### src/rtl/bullet_bill_ctrl.sv
// bullet_bill_ctrl
//   Game-state stage that owns the three Bullet Bill slots. A fire pulse
//   spawns a bullet at the player's X. Each game tick steps every live bullet
//   one row upward. A bullet at the top row despawns. A collision with an
//   occupied DDaver cell is reported to the grid controller over a
//   valid/ready handshake.
//
//   Optional feature: define BULLET_SCORE_EN to add a saturating 8-bit
//   score output that counts accepted hits.
//
// Ports
//   clk, rst_n        clock, asynchronous active-low reset
//   tick              one-cycle game-step pulse
//   fire, fire_color  one-cycle fire pulse and bullet colour (0 = ignored)
//   blockPos          Blockieee X position, used as the spawn X
//   ddState           DDaver grid, [row][col], 0 = empty cell
//   hit_ready         grid controller accepts the pending hit
//   bullState/X/Y     per-slot colour (0 = empty) and position
//   hit_valid         collision pending
//   hit_row, hit_col  grid cell of the collision
//   hit_color         colour of the colliding bullet
//   busy              controller is walking slots or waiting on a hit
//   fire_drop         one-cycle pulse: a fire was lost because all slots were full
//   score             (BULLET_SCORE_EN only) accepted-hit count, saturates at 255
module bullet_bill_ctrl #(
  parameter int SPAWN_Y   = 14,
  parameter int GRID_ROWS = 5,
  parameter int GRID_COLS = 6
) (
  input  logic       clk,
  input  logic       rst_n,
  input  logic       tick,
  input  logic       fire,
  input  logic [1:0] fire_color,
  input  logic [3:0] blockPos,
  input  logic [2:0] ddState [0:GRID_ROWS-1][0:GRID_COLS-1],
  input  logic       hit_ready,
  output logic [1:0] bullState [0:2],
  output logic [3:0] bullX [0:2],
  output logic [3:0] bullY [0:2],
  output logic       hit_valid,
  output logic [2:0] hit_row,
  output logic [2:0] hit_col,
  output logic [1:0] hit_color,
  output logic       busy,
  output logic       fire_drop
`ifdef BULLET_SCORE_EN
  ,
  output logic [7:0] score
`endif
);

  typedef enum logic [1:0] {ST_IDLE, ST_MOVE, ST_HIT} state_t;

  state_t     state_reg;
  logic [1:0] idx_reg;
  logic       tick_pend_reg;
  logic       fire_pend_reg;
  logic [1:0] fire_color_reg;
  logic [3:0] fire_x_reg;

  // Slot currently addressed by the MOVE/HIT walk.
  logic [1:0] cur_state;
  logic [3:0] cur_x;
  logic [3:0] cur_y;
  logic [3:0] new_y;
  logic       cell_hit;
  logic       move_hit;
  logic       free_found;
  logic [1:0] free_idx;

  assign cur_state = bullState[idx_reg];
  assign cur_x     = bullX[idx_reg];
  assign cur_y     = bullY[idx_reg];
  assign new_y     = cur_y - 4'd1;

  // Matching row/col against loop constants keeps every grid index in range,
  // so an off-grid bullet can never read outside ddState.
  always_comb begin
    cell_hit = 1'b0;
    for (int r = 0; r < GRID_ROWS; r++) begin
      for (int c = 0; c < GRID_COLS; c++) begin
        if (new_y == 4'(r) && cur_x == 4'(c) && ddState[r][c] != 3'd0)
          cell_hit = 1'b1;
      end
    end
  end

  // Only a live bullet that actually steps (Y != 0) can collide.
  assign move_hit = (cur_state != 2'd0) && (cur_y != 4'd0) && cell_hit;

  // Lowest-index empty slot: scan high to low so the lowest one wins.
  always_comb begin
    free_found = 1'b0;
    free_idx   = 2'd0;
    for (int i = 2; i >= 0; i--) begin
      if (bullState[i] == 2'd0) begin
        free_found = 1'b1;
        free_idx   = 2'(i);
      end
    end
  end

  assign busy = (state_reg != ST_IDLE);

  always_ff @(posedge clk or negedge rst_n) begin
    if (!rst_n) begin
      state_reg      <= ST_IDLE;
      idx_reg        <= 2'd0;
      tick_pend_reg  <= 1'b0;
      fire_pend_reg  <= 1'b0;
      fire_color_reg <= 2'd0;
      fire_x_reg     <= 4'd0;
      for (int i = 0; i < 3; i++) begin
        bullState[i] <= 2'd0;
        bullX[i]     <= 4'd0;
        bullY[i]     <= 4'd0;
      end
      hit_valid <= 1'b0;
      hit_row   <= 3'd0;
      hit_col   <= 3'd0;
      hit_color <= 2'd0;
      fire_drop <= 1'b0;
`ifdef BULLET_SCORE_EN
      score     <= 8'd0;
`endif
    end else begin
      fire_drop <= 1'b0;

      case (state_reg)
        ST_IDLE: begin
          // Movement has priority, so a bullet spawned alongside a tick is
          // placed only after that tick's walk and is not stepped by it.
          if (tick_pend_reg) begin
            tick_pend_reg <= 1'b0;
            idx_reg       <= 2'd0;
            state_reg     <= ST_MOVE;
          end else if (fire_pend_reg) begin
            fire_pend_reg <= 1'b0;
            if (free_found) begin
              bullState[free_idx] <= fire_color_reg;
              bullX[free_idx]     <= fire_x_reg;
              bullY[free_idx]     <= 4'(SPAWN_Y);
            end else begin
              fire_drop <= 1'b1;
            end
          end
        end

        ST_MOVE: begin
          if (cur_state != 2'd0) begin
            if (cur_y == 4'd0) begin
              bullState[idx_reg] <= 2'd0;
              bullX[idx_reg]     <= 4'd0;
              bullY[idx_reg]     <= 4'd0;
            end else begin
              bullY[idx_reg] <= new_y;
            end
          end
          if (move_hit) begin
            hit_valid <= 1'b1;
            hit_row   <= new_y[2:0];
            hit_col   <= cur_x[2:0];
            hit_color <= cur_state;
            state_reg <= ST_HIT;
          end else if (idx_reg == 2'd2) begin
            state_reg <= ST_IDLE;
          end else begin
            idx_reg <= idx_reg + 2'd1;
          end
        end

        ST_HIT: begin
          // hit_valid is always high in this state, so only ready is needed.
          if (hit_ready) begin
            bullState[idx_reg] <= 2'd0;
            bullX[idx_reg]     <= 4'd0;
            bullY[idx_reg]     <= 4'd0;
            hit_valid          <= 1'b0;
            hit_row            <= 3'd0;
            hit_col            <= 3'd0;
            hit_color          <= 2'd0;
`ifdef BULLET_SCORE_EN
            if (score != 8'hFF)
              score <= score + 8'd1;
`endif
            if (idx_reg == 2'd2) begin
              state_reg <= ST_IDLE;
            end else begin
              idx_reg   <= idx_reg + 2'd1;
              state_reg <= ST_MOVE;
            end
          end
        end

        default: state_reg <= ST_IDLE;
      endcase

      // New arrivals are applied last so they win over a same-cycle clear.
      if (tick)
        tick_pend_reg <= 1'b1;
      if (fire && fire_color != 2'd0) begin
        fire_pend_reg  <= 1'b1;
        fire_color_reg <= fire_color;
        fire_x_reg     <= blockPos;
      end
    end
  end

endmodule
### config.mk
export PLATFORM = sky130hd
export DESIGN_NAME = bullet_bill_ctrl
export DESIGN_NICKNAME = d
export VERILOG_FILES = /design/src/rtl/bullet_bill_ctrl.sv
export SDC_FILE = /design/constraint.sdc
export NUM_CORES = 1
export LEC_CHECK = 0
export ABC_AREA = 1
export CAP_MARGIN = 0
export CORE_MARGIN = 2
export CORE_UTILIZATION = 47
export DETAILED_ROUTE_END_ITERATION = 7
export GPL_ROUTABILITY_DRIVEN = 0
export GPL_TIMING_DRIVEN = 1
export PLACE_DENSITY = 0.95
export SYNTH_ARGS = -nofsm -noshare
export SYNTH_HDL_FRONTEND = slang
export SYNTH_SLANG_ARGS = --single-unit
### constraint.sdc
create_clock -name clk -period 4.65 [get_ports clk]
set_clock_uncertainty 0.05 [all_clocks]
set_input_delay 1.1625 -clock clk [delete_from_list [all_inputs] [get_ports clk]]
set_output_delay 1.1625 -clock clk [all_outputs]
set_load 0.005 [all_outputs]
==> results of run 1 <==
[path summary, 6_finish.rpt]
kind / cells past startpoint / end / startpoint
max reg2reg: 13 / bullX[6] / idx_reg[0]
min: 2 / hit_valid / hit_valid
min reg2reg: 2 / hit_valid / hit_valid
max in group asynchronous: 1 / bullState[1] / rst_n
max: 13 / bullX[6] / idx_reg[0]
min in group asynchronous: 1 / hit_col[2] / rst_n
[through the flow]
step	hold slack, ps	worst slack [ps]	instance area (sq um)
after detailed placement	419	1410	4930
after global placement	412	1470	4930
after floorplan	415	2110	3440
final	445	1540	5020
after CTS	440	1660	5020
after global routing	463	1410	5020
[area by class of cell]
cell class / instances / area share
multi-input cells: 338 / 0.361
clock buffers: 8 / 0.0179
flip-flops and latches: 52 / 0.259
well taps: 99 / 0.0247
inverters: 74 / 0.0558
repair buffers: 142 / 0.282
[critical path, cell delays in order (launching register included)]
cell	delay, ps
dfrtp_1	650
inv_4	190
nand2_4	160
o21a_1	280
ha_1	200
inv_1	50
nor2_1	100
inv_1	60
nor2_1	290
nor2_1	160
clkinv_1	90
nand2_1	190
a21oi_2	350
o32ai_1	150
[layer usage]
layer | routed length, um | track usage | vias up
met2 | 5740 | 0.507 | 234
li1 | - | - | 1861
met1 | 4670 | 0.380 | 1854
met3 | 926 | 0.0439 | 50
met4 | 321 | 0.0936 | 0
met5 | 0 | 0 | -
[cell families (layout without fill, tap and decap cells)]
group / Yosys count / in the layout / share of synthesized area
adder cells (fa/ha/maj): 12 / 12 / 0.0436
flip-flops: 52 / 52 / 0.378
buffers and inverters: 82 / 224 / 0.0963
AND/OR/NAND/NOR: 234 / 234 / 0.307
XOR/XNOR: 1 / 1 / 0.00254
AO/OA/AOI/OAI: 88 / 88 / 0.163
multiplexers: 3 / 3 / 0.00981
[power breakdown]
part | internal (mW) | leakage (nW) | switching (mW) | total [mW]
Sequential | 0.625 | 0.661 | 0.158 | 0.783
Clock | 0.122 | 0.0455 | 0.147 | 0.269
Combinational | 0.854 | 1.56 | 1.35 | 2.21
[layout by cell type, fill, tap and decap left out, types with 6 or more instances in the layout]
cell and instances:
a21oi_1 17, a32oi_1 7, clkbuf_8 6, clkdlybuf4s50_1 140
dfrtp_1 52, ha_1 12, inv_1 67, nand2_1 108
nand2_2 6, nand3_1 41, nor2_1 38, nor3_1 11
o21ai_0 16, o21ai_1 6, o22ai_1 21, o32ai_1 9
or3_1 20
==> out/qor_table.md, run 1 <==
| Parameter | Value | Unit |
|---|---|---|
| TritonCTS clock tree | built | - |
| Core area | 7180 | sq um |
| Start-to-end type of the worst setup path | register to register | - |
| Power Density | 649 | nW/um^2 |
| Die span in x | 89.6 | um |
| Number of setup buffers added after CTS | 0 | - |
| Number of pins exceeding their max-slew limit in the final report | 0 | - |
| GR Overflow Total | 0 | - |
| Outcome | complete, no violations | - |
| Registers with the most flip-flops | bullX x12, bullY x12, bullState x6 | - |
| Global-route wire length before repair | 18.3 | mm |
| Total die area | 8030 | sq um |
| Avg Cell Area, Syn | 7.30 | sq um |
| Total of warnings raised by yosys | 0 | - |
| Share of layout cells above drive strength 1 | 0.0505 | - |
| Reg2reg setup slack | 1540 | ps |
| Die Y | 89.6 | um |
| Hold buffer count at cts | 0 | - |
| Post-route antenna net violation count | 0 | - |
| Sequential element share of the synthesized area | 0.378 | - |
| Port-buffer cells | 141 | - |
| Count of flip-flops with a built-in enable after synthesis | 0 | - |
| Wire length per cell after detailed routing | 16.4 | um |
| Number of placed cells counting well taps | 705 | - |
| Fill count | 550 | - |
| Detailed router's first-iteration violation count | 389 | - |
| Sinks on Clock Net | 52 | - |
| Critical path capture point type | register | - |
| Startpoint class of the critical path | register | - |
| DRC violation count after routing | 0 | - |
| Endpoint required time on the critical path | 4780 | ps |
| Initial Utilization | 0.480 | - |
| Critical path data arrival time | 3230 | ps |
| Layout Nets | 726 | - |
| Count of max-cap constraint violations | 0 | - |
| Max_slew headroom | 0.247 | - |
| Most used standard cell by instance count after synthesis | nand2_1 | - |
| Maximum number of pins on one net before global-route repair | 53 | - |
| Fraction of post-synthesis cell area in the top cell type by area | 0.378 | - |
| Util after Layout | 0.700 | - |
| Std cell rows | 31 | - |
| Async S/R FF share, synth | 1.00 | - |
| Largest buffer count on any clock path | 2 | - |
| Number of I/O pins | 142 | - |
| RSZ-0062 raised after global routing | false | - |
| Post-Synthesis Cell Area | 3440 | sq um |
| Worst slew pin tran | 1130 | ps |
| Tightest Hold Check Type | register to register | - |
| Growth of design area from synthesis to finish | 45.8 | % |
| Time the worst path needs with I/O delays and setup | 3110 | ps |
| Count of endpoints failing setup in the final report | 0 | - |
| Area of the multi-input gates | 1810 | sq um |
| Via count | 3999 | - |
| Number of resized instances in the post-cts repair step | 0 | - |
| Top FF cell, synth | dfrtp_1 | - |
| Final clock period utilization by the worst path | 0.668 | - |
| DP Wirelength | 9.14 | mm |
| Clock latency on the worst-skew pair | 320 | ps |
| Vias per Instance | 5.61 | - |
| Number of nets produced by synthesis | 585 | - |
| Number of antenna violations at the first check in global routing | 0 | - |
| Diodes inserted | 0 | - |
| Reg area | 1300 | sq um |
| Buffer cell driving the clock tree root | clkbuf_8 | - |
| Unique masters post-synth | 39 | - |
| Number of global-route vias before repair | 3953 | - |
| Top cell types by occurrence after synthesis | nand2_1 (108), inv_1 (67), dfrtp_1 (52) | - |
| Static leakage | 2.27 | nW |
| Maximum achievable frequency | 0.322 | GHz |
| Total negative slack for setup checks | 0 | ps |
| Peak supply drop | 402 | uV |
| Final Routed Wirelength | 11.7 | mm |
| Flops & latches, synth | 52 | - |
| Endpoints failing hold | 0 | - |
| Top area cells in the synthesized netlist | dfrtp_1 (38%), nand2_1 (12%), inv_1 (7.3%) | - |
| Largest area contributor in the netlist | dfrtp_1 | - |
| Total routing resource utilization after global routing | 0.294 | - |
| Non-filler instance count after layout | 713 | - |
| Clock input transition at the sequential cells of the worst setup and hold paths | 100 | ps |
| Power Total | 3.26 | mW |
| Total iterations of the first detailed-routing run | 5 | - |
| Number of buffers added by the clock tree synthesis step | 5 | - |
| Maximum fanout along the worst path | 18 | - |
| H-Tree Level Count | 2 | - |
| Instance count of the mapped netlist | 472 | - |
Power figures use the tool's default switching activity.
==> inputs of run 2 (changes only) <==
Settings changed: CORE_UTILIZATION 47 to 39, PLACE_DENSITY 0.95 to 0.86.
Clock period 4.65 ns to 2.7 ns, I/O delays scaled along.
==> out/qor_table.md, run 2 (same netlist as run 1, synthesis figures left out) <==
| Parameter | Value | Unit | Change |
|---|---|---|---|
| Util after Layout | 0.614 | - | -0.0861 |
| Wire length per cell after detailed routing | 16.0 | um | -2.4% |
| GR Overflow Total | 0 | - | unchanged |
| Registers with the most flip-flops | bullX x12, bullY x12, bullState x6 | - |  |
| Maximum achievable frequency | 0.397 | GHz | +23% |
| RSZ-0062 raised after global routing | false | - |  |
| Time the worst path needs with I/O delays and setup | 2520 | ps | -590 ps |
| Largest incremental delay on the critical path | 460 | ps | -190 ps |
| Critical path capture point type | register | - |  |
| Post-Place Cell Area | 5070 | sq um | +2.8% |
| Static leakage | 2.40 | nW | +5.7% |
| Number of buffers added by the clock tree synthesis step | 5 | - | unchanged |
| Diodes inserted | 0 | - | unchanged |
| Number of pins exceeding their max-slew limit in the final report | 0 | - | unchanged |
| Count of max-cap constraint violations | 0 | - | unchanged |
| Clock latency on the worst-skew pair | 330 | ps | about the same |
| Max_slew headroom | 0.609 | - | +0.361 |
| Number of global-route vias before repair | 3959 | - | +0.15% |
| Endpoints failing hold | 0 | - | unchanged |
| DP Wirelength | 9.50 | mm | +3.9% |
| Buffer cell driving the clock tree root | clkbuf_8 | - |  |
| Die span in x | 98.0 | um | +9.3% |
| Count of endpoints failing setup in the final report | 0 | - | unchanged |
| DRC violation count after routing | 0 | - | unchanged |
| Clock input transition at the sequential cells of the worst setup and hold paths | 110 | ps | about the same |
| Worst slew pin tran | 587 | ps | -542 ps |
| Die Y | 98.0 | um | +9.3% |
| CP top delay family | simple AND/OR/NAND/NOR gates | - |  |
| Hold buffer count at cts | 0 | - | unchanged |
| Total negative slack for setup checks | 0 | ps | unchanged |
| Power Density | 1150 | nW/um^2 | +78% |
| Growth of design area from synthesis to finish | 53.8 | % |  |
| Commonest non-fill, non-tap cell in the layout | clkdlybuf4s50_1 | - |  |
| Area of the multi-input gates | 1860 | sq um | +2.8% |
| TritonCTS clock tree | built | - |  |
| Via count | 4069 | - | +1.8% |
| Critical path buffer and inverter count | 5 | - | +1 |
| Startpoint class of the critical path | register | - |  |
| List of cells traversed by the critical path | buf_4, nand2_1, nand3_1, o21ai_2, inv_2, ha_1, inv_1, nor2_1, inv_1, nand2_1, buf_4, nor2_1, o21ai_1, nand2_2, nand2_2, nand2_2, nand2_2, nand2_1, nand2_1 | - |  |
| Global-route wire length before repair | 19.0 | mm | +3.8% |
| Port-buffer cells | 141 | - | unchanged |
| Number of logic stages on the critical path including buffering | 19 | - | +6 |
| Final clock period utilization by the worst path | 0.932 | - | +0.264 |
| Share of layout cells above drive strength 1 | 0.103 | - | +0.0526 |
| Core area | 8640 | sq um | +20% |
| Fill count | 743 | - | +35% |
| Power Total | 6.11 | mW | +87% |
| Std cell rows | 34 | - | +9.7% |
| Sinks on Clock Net | 52 | - | unchanged |
| Layout Nets | 752 | - | +3.6% |
| Initial Utilization | 0.399 | - | -0.0812 |
| Reg area | 1300 | sq um | about the same |
| Detailed router's first-iteration violation count | 289 | - | -26% |
| H-Tree Level Count | 2 | - | unchanged |
| Endpoint required time on the critical path | 2870 | ps | -1910 ps |
| Total non-filler cell area in the finished layout | 5300 | sq um | +5.5% |
| Number of I/O pins | 142 | - | unchanged |
| Final Routed Wirelength | 11.9 | mm | +2.4% |
| Start-to-end type of the worst setup path | register to register | - |  |
| Total die area | 9600 | sq um | +20% |
| Outcome | complete, no violations | - |  |
| Maximum number of pins on one net before global-route repair | 24 | - | -55% |
| Total routing resource utilization after global routing | 0.243 | - | -0.0512 |
| Post-route antenna net violation count | 0 | - | unchanged |
| Total iterations of the first detailed-routing run | 6 | - | +1 |
| Depth of the most critical reg-to-reg path | 19 | - | +6 |
| Tightest Hold Check Type | input port to asynchronous set/reset pin | - |  |
| Number of antenna violations at the first check in global routing | 0 | - | unchanged |
| Most used cells in the layout excluding fill and tap cells | clkdlybuf4s50_1 (140), nand2_1 (107), inv_1 (66) | - |  |
| Maximum fanout along the worst path | 10 | - | -8 |
| Vias per Instance | 5.44 | - | -3.0% |
| Critical path data arrival time | 2680 | ps | -550 ps |
| Peak supply drop | 626 | uV | +56% |
| Critical-path cell with the highest stage delay | dfrtp_2 | - |  |
| Largest buffer count on any clock path | 2 | - | unchanged |
==> run 2: cell types whose count changed in the layout (fill, tap and decap cells not counted), moves of 2 or more <==
cell / previous run / this run
buf_4: 1 / 24
clkbuf_1: 2 / 0
clkinvlp_4: 0 / 2
nand2_2: 6 / 8
nand3_1: 41 / 39
nor2_4: 1 / 3
==> run 2: power by group <==
| group | total (mW) | switching, mW | internal, mW |
|---|---|---|---|
| combinational | 4.22 | 2.46 | 1.76 |
| clock | 0.562 | 0.282 | 0.280 |
| sequential | 1.33 | 0.248 | 1.08 |
==> run 2: stage by stage <==
stage / worst slack, ps / hold slack, ps / cells
global route: 4.70 / 309 / 748
global placement: 81.0 / 411 / 731
CTS: 75.4 / 278 / 739
floorplan: 464 / 329 / 472
detailed placement: 19.5 / 416 / 731
finish: 184 / 268 / 748
==> run 2: worst paths after layout <==
path / startpoint / to / slack (ps)
worst min register to register: hit_col[2] / hit_col[2] / 430
worst min-delay path: rst_n / idx_reg[0] / 270
worst max register to register: idx_reg[0] / hit_valid / 180
min in group clk: hit_col[2] / hit_col[2] / 430
worst max-delay path: idx_reg[0] / hit_valid / 180
max in group asynchronous: rst_n / bullY[8] / 1680
==> run 2: routing by layer <==
metal | GRT usage | vias up | share of wire
met2 | 0.415 | 199 | 0.50
met5 | 0 | - | 0
met3 | 0.0422 | 39 | 0.063
met4 | 0.0684 | 0 | 0.024
li1 | - | 1919 | -
met1 | 0.317 | 1912 | 0.42
==> run 2: final cells by class <==
cell class	instances	area share
Clock buffer	5	0.0130
Clock inverter	3	0.00874
Inverter	74	0.0538
Multi-Input combinational cell	339	0.351
Sequential cell	52	0.246
Tap cell	108	0.0255
Timing Repair Buffer	165	0.299
Timing Repair inverter	2	0.00236
==> run 2: worst reg2reg max path, stage by stage, from the launching register on <==
cell	delay (ps)
dfrtp_2	460
buf_4	190
nand2_1	80
nand3_1	100
o21ai_2	100
inv_2	80
ha_1	190
inv_1	80
nor2_1	50
inv_1	70
nand2_1	70
buf_4	150
nor2_1	110
o21ai_1	90
nand2_2	100
nand2_2	80
nand2_2	120
nand2_2	100
nand2_1	80
nand2_1	50
==> run 2: repair_timing <==
action	in CTS	in global routing
setup endpoints to repair	0	39
resized for setup	0	13
setup buffers	0	6
